`src/rtl/dt_stream_classifier.sv`:
```
// Programmable binary decision-tree classifier: node table walked one node per clock,
// with samples and results carried on valid/ready streams.
module dt_stream_classifier #(
   parameter int unsigned N_FEAT    = 12,
   parameter int unsigned CLASS_W   = 3,
   parameter int unsigned N_NODES   = 64,
   parameter int unsigned MAX_DEPTH = 16,
   localparam int unsigned FSEL_W   = $clog2(N_FEAT),
   localparam int unsigned ADDR_W   = $clog2(N_NODES),
   localparam int unsigned ENTRY_W  = 1 + FSEL_W + 2*ADDR_W
) (
   input  logic               clk,
   input  logic               rst_n,
   input  logic               cfg_we,
   input  logic [ADDR_W-1:0]  cfg_addr,
   input  logic [ENTRY_W-1:0] cfg_wdata,
   output logic               cfg_ready,
   input  logic               in_valid,
   output logic               in_ready,
   input  logic [N_FEAT-1:0]  in_feat,
   output logic               out_valid,
   input  logic               out_ready,
   output logic [CLASS_W-1:0] out_class,
   output logic               out_err
);

   localparam int unsigned STEP_W = $clog2(MAX_DEPTH + 1);
   localparam int unsigned FPAD_W = 1 << FSEL_W;

   localparam logic [1:0] S_IDLE = 2'd0;
   localparam logic [1:0] S_WALK = 2'd1;
   localparam logic [1:0] S_DONE = 2'd2;

   if (CLASS_W > FSEL_W + 2*ADDR_W) begin : g_bad_class_w
      $error("CLASS_W does not fit in a node entry");
   end

   logic [1:0]         state_q, state_d;
   logic [ADDR_W-1:0]  ptr_q, ptr_d;
   logic [STEP_W-1:0]  steps_q, steps_d;
   logic [N_FEAT-1:0]  feat_q, feat_d;
   logic               ovalid_d, oerr_d;
   logic [CLASS_W-1:0] oclass_d;
   logic [ENTRY_W-1:0] tbl_q [N_NODES];

   logic [ENTRY_W-1:0] node;
   logic               node_is;
   logic [FSEL_W-1:0]  node_sel;
   logic [ADDR_W-1:0]  child_t, child_f;
   logic [FPAD_W-1:0]  feat_pad;
   logic               feat_bit;

   assign cfg_ready = (state_q == S_IDLE);
   assign in_ready  = (state_q == S_IDLE) && !cfg_we;

   // Pointers past the populated table decode as an all-zero leaf.
   always_comb begin : p_node_read
      node = '0;
      for (int i = 0; i < N_NODES; i++) begin
         if (ptr_q == ADDR_W'(i)) node = tbl_q[i];
      end
   end

   assign node_is  = node[ENTRY_W-1];
   assign node_sel = node[ENTRY_W-2 -: FSEL_W];
   assign child_t  = node[2*ADDR_W-1:ADDR_W];
   assign child_f  = node[ADDR_W-1:0];
   assign feat_pad = FPAD_W'(feat_q);
   assign feat_bit = feat_pad[node_sel];

   always_comb begin : p_next
      state_d  = state_q;
      ptr_d    = ptr_q;
      steps_d  = steps_q;
      feat_d   = feat_q;
      ovalid_d = out_valid;
      oclass_d = out_class;
      oerr_d   = out_err;
      case (state_q)
         S_IDLE: begin
            if (in_valid && !cfg_we) begin
               feat_d  = in_feat;
               ptr_d   = '0;
               steps_d = '0;
               state_d = S_WALK;
            end
         end
         S_WALK: begin
            if (!node_is) begin
               oclass_d = node[CLASS_W-1:0];
               oerr_d   = 1'b0;
               ovalid_d = 1'b1;
               state_d  = S_DONE;
            end else if (steps_q == STEP_W'(MAX_DEPTH)) begin
               oclass_d = '0;
               oerr_d   = 1'b1;
               ovalid_d = 1'b1;
               state_d  = S_DONE;
            end else begin
               ptr_d   = feat_bit ? child_t : child_f;
               steps_d = steps_q + STEP_W'(1);
            end
         end
         S_DONE: begin
            if (out_ready) begin
               ovalid_d = 1'b0;
               state_d  = S_IDLE;
            end
         end
         default: begin
            ovalid_d = 1'b0;
            state_d  = S_IDLE;
         end
      endcase
   end

   always_ff @(posedge clk) begin : p_regs
      if (!rst_n) begin
         state_q   <= S_IDLE;
         ptr_q     <= '0;
         steps_q   <= '0;
         feat_q    <= '0;
         out_valid <= 1'b0;
         out_class <= '0;
         out_err   <= 1'b0;
      end else begin
         state_q   <= state_d;
         ptr_q     <= ptr_d;
         steps_q   <= steps_d;
         feat_q    <= feat_d;
         out_valid <= ovalid_d;
         out_class <= oclass_d;
         out_err   <= oerr_d;
      end
   end

   // Node table: writable only while idle, cleared to class-0 leaves on reset.
   always_ff @(posedge clk) begin : p_table
      if (!rst_n) begin
         for (int i = 0; i < N_NODES; i++) tbl_q[i] <= '0;
      end else if (cfg_we && (state_q == S_IDLE)) begin
         tbl_q[cfg_addr] <= cfg_wdata;
      end
   end

endmodule

```
`config.mk`:
```
export PLATFORM = sky130hd
export DESIGN_NAME = dt_stream_classifier
export DESIGN_NICKNAME = d
export VERILOG_FILES = /design/src/rtl/dt_stream_classifier.sv
export SDC_FILE = /design/constraint.sdc
export NUM_CORES = 2
export LEC_CHECK = 0
export ABC_AREA = 1
export CAP_MARGIN = 20
export CORE_MARGIN = 2
export CORE_UTILIZATION = 36
export CTS_BUF_LIST = sky130_fd_sc_hd__clkbuf_8
export DETAILED_ROUTE_END_ITERATION = 7
export DONT_BUFFER_PORTS = 1
export GPL_TIMING_DRIVEN = 0
export HOLD_SLACK_MARGIN = 0.02
export PLACE_DENSITY = 0.55
export SLEW_MARGIN = 20
export SYNTH_ARGS = -nofsm -noshare
export SYNTH_HDL_FRONTEND = slang
export SYNTH_SLANG_ARGS = --single-unit
```
`constraint.sdc`:
```
create_clock -name clk -period 4.4 [get_ports clk]
set_input_delay 0.44 -clock clk [delete_from_list [all_inputs] [get_ports clk]]
set_output_delay 0.44 -clock clk [all_outputs]
set_load 0.03 [all_outputs]
```
==> run metrics <==
dpl hpwl=104000 microns; Die ar.=137500 sq um; Num Clock Sinks=1118; Die Y=370.9 microns; gr ovfl total=0; Synth top area share=67.43%; GP Congestion=0.8284; Tmin final=6094 ps; post-synthesis net count=4824; synth top area cells=edfxtp_1, nor2_1, nand2_1; crit share post-route=138.5%; Worst slew margin=15.88%; Leak Pwr=21.32 nW; failing checks=setup timing; drt wl/cell=20.83 microns; first drt pass iteration count=6; Netlist cell types=43; CTS Buffer Depth=3; Seq cells post-synth=1118; Final #Nets=5131; most used cell, CP=nand4_1; first-pass GRT wire length=214300 microns; Synth Cell Area=48460 sq um; via count=35330; CP max FO=7; Routed WL=145800 microns; All-Layer GR Usage=21.00%; vias in the first global route=33990; RSZ-0062 raised after global routing=true; Final WS setup=-1694 ps; HP Class=input port to flip-flop; most common cell after layout, fill and taps aside=nor2_1; Least-Margin Pin Slew=1262 ps; Synth area leader=edfxtp_1; initial core utilization=36.31%; Slowest-stage cell, CP=dfxtp_4; Setup CP Type=flip-flop to flip-flop; clock-pin slew on the worst setup and hold paths=70 ps; row cnt=134; Routed Antenna Nets=0; cts bufs inserted=183; Final Skew=34.88 ps; Critical R2R Launch=ptr_q[0]; Cell Pwr Density=387.9 nW/um^2; largest net degree at the start of global routing=18; Hold Startpoint=cfg_wdata[4]; IO Port Bufs=0; Critical Path AT=6940 ps; Die Wd=370.9 microns; Peak VDD IR=0.3232 mV; overall power=21.75 mW; status=finished with violations; share of cells above drive strength 1=13.39%; area of the core=133500 sq um; commonest non-fill, non-tap cells in the layout=nor2_1, edfxtp_1, nand2_1; initial antenna violation count=9; Max-Cap Viols=0; startpoint types=flip-flop; endpoints failing setup=18; DRC=0; Worst Setup SP=ptr_q[0]; Post-Place Cells=6581; vias per cell=5.047; CP peak stage delay=470 ps; CTS H-tree lvls=4; syn avg cell area=10.13 sq um; CP Capture Type=flip-flop; Max Fclk=164.1 MHz; root buf cell=clkbuf_8; cell count after synthesis=4782; final hold violation count=0; Seq/Total Area, Yosys=68.67%; yosys warns=0; Max Slew Vio Count=0; Synth-to-Final Area Change=15.72%; final std cells w/o fill=7001; insertion delay to the later sink of the worst-skew pair=910 ps; CTS tree=built; Top Ports=47; initial drt markers=3166; Hold Slack=89.89 ps; worst path required time=5240 ps
==> cells in the mapped netlist <==
master,instances
a41o_1,1
inv_2,23
nor4_1,8
nor2_2,5
xor2_1,3
nor2_1,1458
ha_1,2
a22oi_1,1
inv_4,1
or2_1,1
edfxtp_1,1088
clkinv_1,7
nand3_4,2
a21oi_1,120
dfxtp_1,30
nand2_2,2
a221oi_1,10
nand3b_1,1
nor3_1,15
o21ai_1,9
or2_0,3
o21bai_1,2
buf_2,1
o22ai_1,1
o21ai_0,21
o221ai_1,1
nor2_8,2
and3_1,3
buf_4,3
nand2_1,1030
inv_1,249
inv_6,1
or2_2,83
nand4_1,196
nand2_4,4
nor2_4,5
nand3_1,132
buf_1,3
mux2i_1,4
nand3_2,2
clkbuf_1,247
a21oi_2,1
a21boi_0,1
==> where the power goes <==
| part | total, mW | internal (mW) | switching (mW) |
|---|---|---|---|
| clock | 8.21 | 3.95 | 4.26 |
| sequential | 12.2 | 12.0 | 0.114 |
| combinational | 1.38 | 0.311 | 1.07 |
==> critical path, delay by kind of cell (launching register included) <==
family	cells	cell delay [ps]
multiplexers	1	150
AO/OA/AOI/OAI	3	420
buffers and inverters	4	570
AND/OR/NAND/NOR	34	4430
flip-flops	1	470
==> path summary, 6_finish.rpt <==
path / to / slack (ps) / cells after the start
setup / recovery: steps_q[0] / -1690 / 42
hold reg to reg: feat_q[4] / 490 / 2
setup reg to reg: steps_q[0] / -1690 / 42
hold / removal: tbl_q[18][4] / 90 / 2
==> through the flow <==
step / setup TNS (ps) / instance area [sq um] / utilization, % / setup WS [ps]
after global placement: -8511090 / 50670 / 37.96 / -5125
final: -29010 / 56070 / 42.01 / -1694
after CTS: -28620 / 55330 / 41.46 / -1993
after floorplan: 0 / 48460 / - / 327.9
after global routing: -35190 / 56060 / 42.01 / -2161
after detailed placement: -192230 / 50940 / 38.17 / -3129
==> layer usage <==
metal | vias up | share of wire [%] | global-route usage, %
met3 | 275 | 6.7 | 3.425
met5 | - | 0 | 0
met4 | 0 | 3.3 | 7.560
li1 | 16530 | - | -
met2 | 1153 | 46 | 32.76
met1 | 17380 | 44 | 29.57
==> logic make-up (layout without fill, tap and decap cells) <==
group / count (synthesis) / after routing / share of synthesized area, %
AND/OR/NAND/NOR: 2952 / 2953 / 25.10
flip-flops: 1118 / 1118 / 68.67
buffers and inverters: 535 / 981 / 4.186
AO/OA/AOI/OAI: 168 / 168 / 1.862
multiplexers: 4 / 4 / 0.08263
XOR/XNOR: 3 / 3 / 0.05424
adder cells (fa/ha/maj): 2 / 2 / 0.05164
other: 0 / 4 / 0
==> sequential cells by signal (all words and copies together) (netlist names) <==
| register | cells |
|---|---|
| tbl_q | 1088 |
| out_valid | 1 |
| state_q | 2 |
| steps_q | 5 |
| out_class | 3 |
| out_err | 1 |
| feat_q | 12 |
| ptr_q | 6 |
==> area by class of cell <==
class,instances,area (sq um)
Buffer,254,1065
Multi-Input combinational cell,3130,14200
Clock buffer,184,2532
Fill cell,13050,77390
Inverter,281,1074
Sequential cell,1118,33290
Clock inverter,141,641.9
Tap cell,1768,2212
Antenna cell,4,10.01
Timing Repair Buffer,121,1044
==> timing repair <==
| action | 4_1_cts | 5_1_grt |
|---|---|---|
| gates resized for setup | 190 | 143 |
| hold endpoints to repair | 60 | 0 |
| pin swaps | 105 | 132 |
| hold buffers | 27 | 0 |
| cloned | 0 | 2 |
| setup endpoints to repair | 18 | 275 |
| buffers inserted | 39 | 24 |
(Power assumes the default switching activity.)
